<file path="src/rtl/alloc_inst_check_stage.sv">
`default_nettype none
// ============================================================================
// Module   : alloc_inst_check_stage
// Brief    : Registered allocation-stage instruction checker with a budget for
//            in-flight speculative branches. Optional ALLOC_CHK_PERF_CNT_EN
//            adds stall and accept performance counters.
// Revision : 1.0 - initial release
// ============================================================================
module alloc_inst_check_stage #(
    parameter int LANES       = 4,
    parameter int INST_W      = 66,
    parameter int PC_W        = 16,
    parameter int SPEC_BR_MAX = 8
) (
    input  logic                    clk,
    input  logic                    rst,
    input  logic                    flush,
    input  logic                    in_valid,
    output logic                    in_ready,
    input  logic [LANES*INST_W-1:0] inst_in,
    input  logic [7:0]              brch_resolve_cnt,
    output logic                    out_valid,
    input  logic                    out_ready,
    output logic [LANES-1:0]        pr_need_to_rob,
    output logic [LANES*PC_W-1:0]   rcvr_pc_to_rob,
    output logic [LANES-1:0]        str_en_to_rob,
    output logic [2*LANES-1:0]      brch_mode_to_rob,
    output logic [LANES-1:0]        brch_pred_res_to_rob,
    output logic [LANES-1:0]        spec_brch_to_rob,
    output logic [LANES-1:0]        jr_to_rob,
    output logic [LANES-1:0]        no_exe_to_rob,
    output logic [LANES-1:0]        inst_val_to_rob,
    output logic [7:0]              spec_br_inflight
`ifdef ALLOC_CHK_PERF_CNT_EN
    ,
    output logic [31:0]             perf_stall_br,
    output logic [31:0]             perf_grp_acc
`endif
);

    localparam int GS_W  = $clog2(LANES + 1);
    localparam int SUM_W = 16;

    logic [PC_W-1:0]  w_pc     [LANES];
    logic [1:0]       w_mode   [LANES];
    logic [LANES-1:0] w_val;
    logic [LANES-1:0] w_bit16;
    logic [LANES-1:0] w_str;
    logic [LANES-1:0] w_spec;
    logic [LANES-1:0] w_jr;
    logic [LANES-1:0] w_no_exe;

    generate
        for (genvar i = 0; i < LANES; i++) begin : g_lane
            logic [INST_W-1:0] w_word;
            logic              w_unused_bits;
            assign w_word        = inst_in[i*INST_W +: INST_W];
            assign w_unused_bits = ^w_word;
            assign w_pc[i]       = w_word[PC_W-1:0];
            assign w_mode[i]     = w_word[31:30];
            assign w_val[i]      = w_word[65];
            assign w_bit16[i]    = w_word[16];
            assign w_str[i]      = w_word[25];
            // Modes 01 (cond) and 11 (jr) both rely on prediction.
            assign w_spec[i]     = w_word[65] & w_word[30];
            assign w_jr[i]       = w_word[65] & (w_word[31:30] == 2'b11);
            assign w_no_exe[i]   = w_word[65] & (w_word[31:30] == 2'b10);
        end
    endgenerate

    logic [GS_W-1:0]  w_grp_spec;
    logic [7:0]       w_resolved;
    logic [7:0]       w_avail;
    logic             w_budget_ok;
    logic             w_slot_free;
    logic             w_accept;
    logic             r_out_valid;
    logic [7:0]       r_inflight;

    always_comb begin
        w_grp_spec = '0;
        for (int i = 0; i < LANES; i++) begin
            w_grp_spec = w_grp_spec + GS_W'(w_spec[i]);
        end
    end

    assign w_resolved  = (brch_resolve_cnt > r_inflight) ? r_inflight : brch_resolve_cnt;
    assign w_avail     = r_inflight - w_resolved;
    assign w_budget_ok = (SUM_W'(w_avail) + SUM_W'(w_grp_spec)) <= SUM_W'(SPEC_BR_MAX);
    assign w_slot_free = !r_out_valid || out_ready;
    assign in_ready    = !flush && w_slot_free && w_budget_ok;
    assign w_accept    = in_valid && in_ready;

    always_ff @(posedge clk) begin
        if (rst) begin
            r_out_valid <= 1'b0;
            r_inflight  <= 8'd0;
        end else if (flush) begin
            r_out_valid <= 1'b0;
            r_inflight  <= 8'd0;
        end else begin
            if (w_accept) begin
                r_out_valid <= 1'b1;
            end else if (out_ready) begin
                r_out_valid <= 1'b0;
            end
            r_inflight <= w_avail + (w_accept ? 8'(w_grp_spec) : 8'd0);
        end
    end

    always_ff @(posedge clk) begin
        if (rst) begin
            pr_need_to_rob       <= '0;
            rcvr_pc_to_rob       <= '0;
            str_en_to_rob        <= '0;
            brch_mode_to_rob     <= '0;
            brch_pred_res_to_rob <= '0;
            spec_brch_to_rob     <= '0;
            jr_to_rob            <= '0;
            no_exe_to_rob        <= '0;
            inst_val_to_rob      <= '0;
        end else if (w_accept) begin
            pr_need_to_rob       <= w_bit16;
            str_en_to_rob        <= w_str;
            brch_pred_res_to_rob <= w_bit16;
            spec_brch_to_rob     <= w_spec;
            jr_to_rob            <= w_jr;
            no_exe_to_rob        <= w_no_exe;
            inst_val_to_rob      <= w_val;
            for (int i = 0; i < LANES; i++) begin
                rcvr_pc_to_rob[i*PC_W +: PC_W] <= w_pc[i];
                brch_mode_to_rob[2*i +: 2]     <= w_mode[i];
            end
        end
    end

    assign out_valid        = r_out_valid;
    assign spec_br_inflight = r_inflight;

`ifdef ALLOC_CHK_PERF_CNT_EN
    logic        w_stall;
    logic [31:0] r_perf_stall;
    logic [31:0] r_perf_acc;

    // Only budget-caused stalls count; a busy output slot is not a branch stall.
    assign w_stall = in_valid && !flush && w_slot_free && !w_budget_ok;

    always_ff @(posedge clk) begin
        if (rst) begin
            r_perf_stall <= 32'd0;
            r_perf_acc   <= 32'd0;
        end else begin
            if (w_stall) begin
                r_perf_stall <= r_perf_stall + 32'd1;
            end
            if (w_accept) begin
                r_perf_acc <= r_perf_acc + 32'd1;
            end
        end
    end

    assign perf_stall_br = r_perf_stall;
    assign perf_grp_acc  = r_perf_acc;
`endif

endmodule
`default_nettype wire
</file>
<file path="config.mk">
export PLATFORM = sky130hd
export DESIGN_NAME = alloc_inst_check_stage
export DESIGN_NICKNAME = d
export VERILOG_FILES = /design/src/rtl/alloc_inst_check_stage.sv
export SDC_FILE = /design/constraint.sdc
export NUM_CORES = 1
export LEC_CHECK = 0
export ABC_CLOCK_PERIOD_IN_PS = 10470
export CAP_MARGIN = 30
export CELL_PAD_IN_SITES_DETAIL_PLACEMENT = 1
export CELL_PAD_IN_SITES_GLOBAL_PLACEMENT = 2
export CORE_AREA = 2 2 175 177
export CTS_BUF_LIST = sky130_fd_sc_hd__clkbuf_16
export CTS_CLUSTER_SIZE = 20
export DETAILED_ROUTE_END_ITERATION = 10
export DIE_AREA = 0 0 177 179
export MAX_ROUTING_LAYER = met4
export PLACE_DENSITY_LB_ADDON = 0.25
export SYNTH_ARGS = -nofsm -noshare
export SYNTH_HDL_FRONTEND = slang
export SYNTH_SLANG_ARGS = --single-unit
</file>
<file path="constraint.sdc">
create_clock -name clk -period 10.47 [get_ports clk]
set_input_delay 3.141 -clock clk [delete_from_list [all_inputs] [get_ports clk]]
set_output_delay 3.141 -clock clk [all_outputs]
set_load 0.01 [all_outputs]
</file>
[Yosys cells after proc, flatten, opt, wreduce, memory -nomap -nowiden]
Cells that the tools add are included.
Cells by class
  add/sub/neg operators: 6
  equality and inequality tests: 8
  $lt $le $gt $ge: 2
  bitwise operators: 12
  multiplexer cells: 4
  reductions and logical operators: 8
Operators with widths (number)
  $eq A2 B2 Y1 const B: 8
  $and A1 B1 Y1: 12
  $add A8 B3 Y9: 1
  $le A9 B4 Y1 const B: 1
  $add A8 B3 Y8: 1
  $gt A8 B8 Y1: 1
  $mux W8: 1
  $sub A8 B8 Y8: 1
  $add A2 B1 Y3: 1
  $add A3 B1 Y3: 1
  $logic_and A1 B1 Y1: 3
  $mux W3: 1
  $add A1 B1 Y2: 1
  $logic_not A1 Y1: 2
  $mux W1: 2
  $reduce_bool A2 Y1: 1
  $reduce_or A2 Y1: 1
  $logic_or A1 B1 Y1: 1
Word-level totals
  bits of input ports: 277
  register bits after elaboration: 105
  logic and storage cells: 50
  output and inout bits: 110

[Longest topological paths before layout]
Gate-level depths: netlist (run 1).
  word-level depth: 10
  mapped depth: 25
  mapped depth without buffers: 24

[Least setup slack after synthesis (run 1)]
No wires, ideal clock.
  kind: input to output
  from: input port brch_resolve_cnt[1]
  to: output port in_ready
  data required time: 7.329 ns
  data arrival time: 6.651 ns
  path buffers: 1
  cell stages on the path: 16
  setup slack: 0.678 ns
  cells stage by stage: ha_1 -> nor2b_1 -> o211ai_1 -> a21oi_1 -> nor2_1 -> clkbuf_1 -> o21ai_0 -> ha_1 -> fa_1 -> inv_1 -> fa_1 -> xor2_1 -> or3_1 -> mux2i_1 -> a2bb2oi_1 -> and3_1
On the way
  word-level cells in the longest chain between the ends: 6
RTL lines
  from (decl): line 21  | input logic [7:0] brch_resolve_cnt,
  $gt A8 B8 Y1: line 87  | assign w_resolved = (brch_resolve_cnt > r_inflight) ? r_inflight : brch_resolve_cnt;
  $mux W8 (*): line 87
  $sub A8 B8 Y8 (*): line 88  | assign w_avail = r_inflight - w_resolved;
  $add A8 B3 Y9 (*): line 89  | assign w_budget_ok = (SUM_W'(w_avail) + SUM_W'(w_grp_spec)) <= SUM_W'(SPEC_BR_MAX);
  $le A9 B4 Y1 (*): line 89
  $logic_and A1 B1 Y1 (*): line 91  | assign in_ready = !flush && w_slot_free && w_budget_ok;
  to (decl): line 19  | output logic in_ready,
Every way passes the cells marked *; elsewhere a longest branch is shown, timed or not.

[Worst setup path in the final report (run 1)]
  from: input port brch_resolve_cnt[6]
  to: output port in_ready
The elaborated chain is that of the path after synthesis.

==> results of run 1 <==
worst reg2reg max path, cell delays in order (launching register included):
cell and delay, ps:
dfxtp_1 390, inv_1 120, ha_1 300, nor2b_1 130, o211ai_1 200, a21oi_2 110
nor2_4 120, buf_4 120, nand2_1 40, o21ai_0 90, ha_2 230, fa_1 420
inv_1 130, fa_2 440, or3_1 400, mux2i_1 200, a2bb2oi_2 180, and3_1 200
buf_4 130, and3_1 210, ha_1 240, a21o_1 160, a21oi_1 350, nor3_1 110
xor2_1 160, nor2_1 140
sequential cells by signal, summed over array words and instances, names as in the netlist:
| signal | cells |
|---|---|
| brch_mode_to_rob | 8 |
| brch_pred_res_to_rob | 4 |
| inst_val_to_rob | 4 |
| jr_to_rob | 4 |
| no_exe_to_rob | 4 |
| out_valid | 1 |
| rcvr_pc_to_rob | 64 |
| spec_br_inflight | 8 |
| spec_brch_to_rob | 4 |
| str_en_to_rob | 4 |
through the flow:
stage	instance area (sq um)	utilization, %	setup slack (ps)	power [uW]	hold slack, ps
6_report	8500	28.3	281	1540	477
5_1_grt	8500	28.3	14.6	1660	497
4_1_cts	8490	28.3	27.3	1570	484
3_5_place_dp	8150	27.2	-362	1150	469
3_3_place_gp	8150	27.2	-353	1150	461
2_1_floorplan	5580	-	678	863	496
timing repair:
action | 4_1_cts | 5_1_grt
gates resized for setup | 6 | 5
endpoints found under the setup margin | 1 | 1
setup buffers | 1 | 0
pin swaps | 1 | 1
cell families after synthesis:
group,count (synthesis)
and+or+nand+nor,243
muxes,97
adders and majority gates,27
xor gates and xnor gates,13
DFF,105
buffers and inverters,53
AOI/OAI and AO/OA,45
worst paths after layout:
check / endpoint / slack [ps] / start
max: in_ready / 280 / brch_resolve_cnt[6]
min: rcvr_pc_to_rob[5] / 480 / rcvr_pc_to_rob[5]
max reg2reg: spec_br_inflight[7] / 5110 / spec_br_inflight[1]
min reg2reg: rcvr_pc_to_rob[5] / 480 / rcvr_pc_to_rob[5]
placed cells by master (no fill, tap or decap), drive strengths merged, types with 5 or more instances in the layout:
cell type and count:
nor2 16, o21ai 6, inv 18, buf 29, nand2 8, xnor2 8, a21oi 19, nand2b 181
xor2 5, clkbuf 10, clkdlybuf4s50 204, nor2b 9, or3 5, dfxtp 105, ha 23, mux2i 94
layout make-up:
class / count / area share, %
Clock buffer: 9 / 2.65
Antenna cell: 1 / 0.0294
Sequential cell: 105 / 24.7
Inverter: 15 / 0.662
Tap cell: 396 / 5.83
Multi-Input combinational cell: 425 / 38.3
Timing Repair Buffer: 234 / 26.8
Clock inverter: 7 / 1.00
layer usage:
metal	vias up	share of wire [%]
li1	2338	-
met1	2154	44
met2	120	46
met3	11	8.7
met4	0	0.95
met5	-	0
report_power, final:
| part | total, uW | switching, uW | internal, uW |
|---|---|---|---|
| clock network | 366 | 193 | 173 |
| logic | 734 | 354 | 380 |
| registers | 435 | 15.7 | 420 |
| total | 1540 | 563 | 972 |
synthesized netlist by cell type (all sizes together), types with 3 or more instances:
cell type / number
a21oi: 19
ha: 23
clkbuf: 22
fa: 4
nand4: 3
nand2b: 181
nand2: 8
or3: 5
dfxtp: 105
a21o: 4
xnor2: 8
and2: 4
mux2i: 94
inv: 15
xor2: 5
o21ai: 6
a211oi: 3
nor2: 16
buf: 16
nor2b: 9
nand3b: 4
and3: 4
nor3: 3
mux2: 3
==> impl_metrics.env, run 1 <==
export IMPL_outcome="finished clean"
export IMPL_first_iter_violations=110
export IMPL_yosysSeqAreaShare_pct=37.7
export IMPL_whs_path_depth=2
export IMPL_dr_pass1_iters=4
export IMPL_crit_buf_inv=4
export IMPL_rsz0062_at_grt="no"
export IMPL_die_area_sq_mm=0.0317
export IMPL_fin_tns_setup_ps=0
export IMPL_path_cells="clkdlybuf4s50_1 > ha_1 > nand4_1 > nand2b_1 > a21oi_2 > nor2_4 > buf_4 > nand2_1 > o21ai_0 > ha_2 > fa_1 > inv_1 > fa_2 > xor2_1 > or3_1 > mux2i_1 > a2bb2oi_2 > and3_1 > clkbuf_2"
export IMPL_ctsHoldBuffers=0
export IMPL_met1_usage_pct=13.6
export IMPL_syn_to_final_growth_pct=52.4
export IMPL_start_util_pct=18.6
export IMPL_finalNetCount=1094
export IMPL_skew_ps=15.3
export IMPL_netlist_area_sq_mm=0.00558
export IMPL_cap_violations=0
export IMPL_grt_pass1_wl_microns=26800
export IMPL_crit_path_max_incr_delay_ps=480
export IMPL_grt_max_degree=98
export IMPL_crit_required_ps=7330
export IMPL_finalWeightedCongestion=0.700
export IMPL_setup_violations_final=0
export IMPL_grt_overflow=0
export IMPL_nFillCells=3435
export IMPL_synthXorXnorAreaFrac_pct=2.17
export IMPL_yosys_area_share_simple_pct=26.3
export IMPL_ant_nets=0
export IMPL_clk_path_buf_depth=2
export IMPL_min_period_over_period_pct=97.3
export IMPL_synth_edff_count=0
export IMPL_wire_per_inst_microns=14.9
export IMPL_end_kind="primary output"
export IMPL_syn_nets=887
export IMPL_antenna_found_initial=1
export IMPL_hold_path_class="register to register"
export IMPL_drive_gt1_share_pct=7.17
export IMPL_synthMuxAreaShare_pct=17.5
export IMPL_wl_microns=17800
export IMPL_ios=387
export IMPL_cts_tree="built"
export IMPL_ys_flop_type="dfxtp_1"
export IMPL_timing_fmax_mhz=98.1
export IMPL_slew_violations=0
export IMPL_yosys_warnings=0
export IMPL_synth_top_family_by_area="simple AND/OR/NAND/NOR gates"
export IMPL_grt_busiest_layer="met2"
export IMPL_clk_latency_ps=370
export IMPL_final_cells=1192
export IMPL_dp_cells=1174
export IMPL_track_usage_pct=11.3
export IMPL_ys_ff_latch=105
export IMPL_clkTransAtPathRegs_ps=90
export IMPL_crit_type="primary input to primary output"
export IMPL_via_per_inst=3.88
export IMPL_crit_arrival_ps=7050
export IMPL_rr_worst_depth=25
export IMPL_gr_usage_met3_pct=4.81
export IMPL_die_x_microns=177
export IMPL_worst_slew_pin_slew_ps=836
export IMPL_hold_violations=0
export IMPL_port_buffers=206
export IMPL_use_met2_pct=17.5
export IMPL_synth_cell_type_count=47
export IMPL_ir_worst_vdd_mv=0.0854
export IMPL_h_tree_depth=3
export IMPL_num_rows=64
export IMPL_dieHeight_microns=179
export IMPL_cts_sink_count=105
export IMPL_grt_pass1_vias=4832
export IMPL_synthAdderAreaFrac_pct=6.59
export IMPL_cp_top_family="adder cells"
export IMPL_synth_cells=583
export IMPL_critical_path_depth=19
export IMPL_yosysTopAreaCell="dfxtp_1"
export IMPL_vias=4623
export IMPL_drc=0
export IMPL_cp_max_fo=3
export IMPL_synthArstFlopShare_pct=0
export IMPL_p_leak_uw=0.00371
export IMPL_timing_critical_path_slowest_stage_cell="fa_1"
export IMPL_numCtsBuffers=9
export IMPL_power_density_mw_per_mm2=181
export IMPL_synth_top_cell_area_share_pct=37.7
export IMPL_synth_compound_area_share_pct=5.29
export IMPL_regArea_sq_mm=0.00210
export IMPL_multiInputGateArea_sq_mm=0.00326
export IMPL_cp_start_kind="primary input"
export IMPL_slew_limit_headroom_pct=44.3
export IMPL_fin_crit_ps=10190
export IMPL_avgSynthCellArea_sq_um=9.57
export IMPL_cts_root_buf="clkbuf_16"
export IMPL_coreArea_sq_mm=0.0300
export IMPL_synth_area_leaders="dfxtp_1 (38%), nand2b_1 (20%), mux2i_1 (17%), ha_1 (5.2%), a21oi_1 (1.7%)"
export IMPL_hpwl_microns=12900
No activity file was read; power rests on OpenSTA's default activity.
==> run 2: changes to the inputs <==
ABC_CLOCK_PERIOD_IN_PS = 12750   (was 10470)
CORE_AREA = 2 2 171 173   (was 2 2 175 177)
DIE_AREA = 0 0 173 175   (was 0 0 177 179)
clock period = 12.75 ns   (was 10.47 ns; I/O delays follow)
==> run 2 against run 1 <==
Via count is 0.37% higher. Wire length grew 0.62%. Total power is 24% lower. Global-route usage is 0.86 points higher. Register-to-register slack better by 2000 ps. Die area down 4.4%. Hold slack better by 1.9 ps. Highest routed layer unchanged.
==> impl_metrics.env, run 2 (synthesis gave the netlist of run 1 again) <==
export IMPL_outcome="finished clean"
export IMPL_clockPowerShare_pct=25.7
export IMPL_setup_violations_final=0
export IMPL_fin_tns_setup_ps=0
export IMPL_wire_per_inst_microns=15.5
export IMPL_crit_type="primary input to primary output"
export IMPL_cap_violations=0
export IMPL_numCtsBuffers=9
export IMPL_finalWeightedCongestion=0.741
export IMPL_clk_latency_ps=360
export IMPL_hold_ws_ps=479
export IMPL_vias=4640
export IMPL_h_tree_depth=3
export IMPL_skew_ps=12.3
export IMPL_hold_violations=0
export IMPL_fin_crit_ps=12390
export IMPL_regMostFlops="rcvr_pc_to_rob"
export IMPL_first_iter_violations=154
export IMPL_port_buffers=206
export IMPL_grt_max_degree=128
export IMPL_final_cells=1154
export IMPL_p_leak_uw=0.00358
export IMPL_num_rows=62
export IMPL_power_uw=1160
export IMPL_crit_end="in_ready"
export IMPL_min_period_over_period_pct=97.2
export IMPL_final_area_sq_mm=0.00826
export IMPL_end_kind="primary output"
export IMPL_crit_arrival_ps=8570
export IMPL_ios=387
export IMPL_postPlaceCellArea_sq_mm=0.00796
export IMPL_rr_worst_depth=23
export IMPL_cp_max_fo=6
export IMPL_syn_to_final_growth_pct=48.0
export IMPL_critPathLaunch="brch_resolve_cnt[1]"
export IMPL_dp_cells=1138
export IMPL_cts_resized=0
export IMPL_intPower_uw=732
export IMPL_slew_limit_headroom_pct=37.3
export IMPL_die_x_microns=173
export IMPL_power_switching_uw=428
export IMPL_via_per_inst=4.02
export IMPL_dieHeight_microns=175
export IMPL_ff2ff_setup_slack_ps=7080
export IMPL_slew_violations=0
export IMPL_cts_sink_count=105
export IMPL_grt_pass1_wl_microns=28200
export IMPL_r2r_start="spec_br_inflight[1]"
export IMPL_combPwrFrac_pct=43.5
export IMPL_cp_start_kind="primary input"
export IMPL_coreArea_sq_mm=0.0284
export IMPL_cts_root_buf="clkbuf_16"
export IMPL_power_density_mw_per_mm2=140
export IMPL_dr_pass1_iters=4
export IMPL_ctsHoldBuffers=0
export IMPL_cts_tree="built"
export IMPL_drc=0
export IMPL_drive_gt1_share_pct=2.99
export IMPL_die_area_sq_mm=0.0303
export IMPL_start_util_pct=19.7
export IMPL_power_frac_seq_pct=30.8
export IMPL_finalNetCount=1069
export IMPL_wl_microns=17900
export IMPL_netSwitchingFraction_pct=36.9
export IMPL_postCtsSetupRepairBufs=0
export IMPL_hpwl_microns=13500
export IMPL_ant_nets=0
export IMPL_worst_slew_pin_slew_ps=940
export IMPL_final_cell_mix="clkdlybuf4s50_1 (205), nand2b_1 (181), dfxtp_1 (105), mux2i_1 (94), ha_1 (23)"
export IMPL_largest_reg_flops=64
export IMPL_antenna_found_initial=1
export IMPL_track_usage_pct=12.2
export IMPL_ir_worst_vdd_mv=0.0702
export IMPL_grt_overflow=0
export IMPL_rr_endpoint="spec_br_inflight[7]"
export IMPL_clk_path_buf_depth=2
export IMPL_grt_pass1_vias=5064
export IMPL_timing_fmax_mhz=80.7
export IMPL_crit_required_ps=8920
export IMPL_hold_path_class="register to register"
export IMPL_rsz0062_at_grt="no"
export IMPL_final_common_cell="clkdlybuf4s50_1"
export IMPL_clkTransAtPathRegs_ps=80
run 2: worst max-delay path, stage by stage:
cell             delay, ps
clkdlybuf4s50_1        440
ha_1                   330
nor2b_1                140
o211ai_1               180
a21oi_1                120
nor2_1                 300
o21ai_0                140
ha_1                   250
fa_1                   510
inv_1                  120
fa_1                   450
xor2_1                 180
or3_1                  350
mux2i_1                170
a2bb2oi_1              220
and3_1                 260
clkdlybuf4s50_1        560
run 2: stage by stage:
stage / setup WS [ps] / utilization [%]
after floorplan: 1590 / -
after global placement: 438 / 28.0
after detailed placement: 329 / 28.0
after CTS: 298 / 29.1
after global routing: 31.0 / 29.1
final: 357 / 29.1
run 2: worst min path at each step:
stage	from	end	slack (ps)	cells past startpoint
floorplan	jr_to_rob[2]	jr_to_rob[2]	500	2
global placement	rcvr_pc_to_rob[0]	rcvr_pc_to_rob[0]	460	2
global route	rcvr_pc_to_rob[24]	rcvr_pc_to_rob[24]	500	2
finish	rcvr_pc_to_rob[38]	rcvr_pc_to_rob[38]	480	2
CTS	rcvr_pc_to_rob[30]	rcvr_pc_to_rob[30]	480	2
detailed placement	brch_mode_to_rob[0]	brch_mode_to_rob[0]	470	2
run 2: power groups by stage:
stage                     Clock (uW)  Sequential [uW]  Combinational [uW]
final                            298              357                 505
after global routing             325              360                 563
after CTS                        313              358                 510
after detailed placement           0              365                 505
after global placement             0              365                 486
after floorplan                    0              370                 339
run 2: per-layer routing:
metal / vias to the layer above / routed length, microns / part of all wire [%] / global-route usage, %
met5: - / 0 / 0 / -
met4: 0 / 320 / 1.8 / 3.57
met3: 16 / 1750 / 9.7 / 5.44
met2: 145 / 8470 / 47 / 19.9
met1: 2195 / 7390 / 41 / 13.4
li1: 2284 / - / - / -
run 2: final cells by class:
class,count,area [sq um]
antenna,1,2.50
clock buffer,9,225
clock inverter,6,75.1
fill,3293,20100
inverter,15,56.3
multi-input combinational,425,3220
sequential,105,2100
tap,384,480
timing repair buffer,209,2090
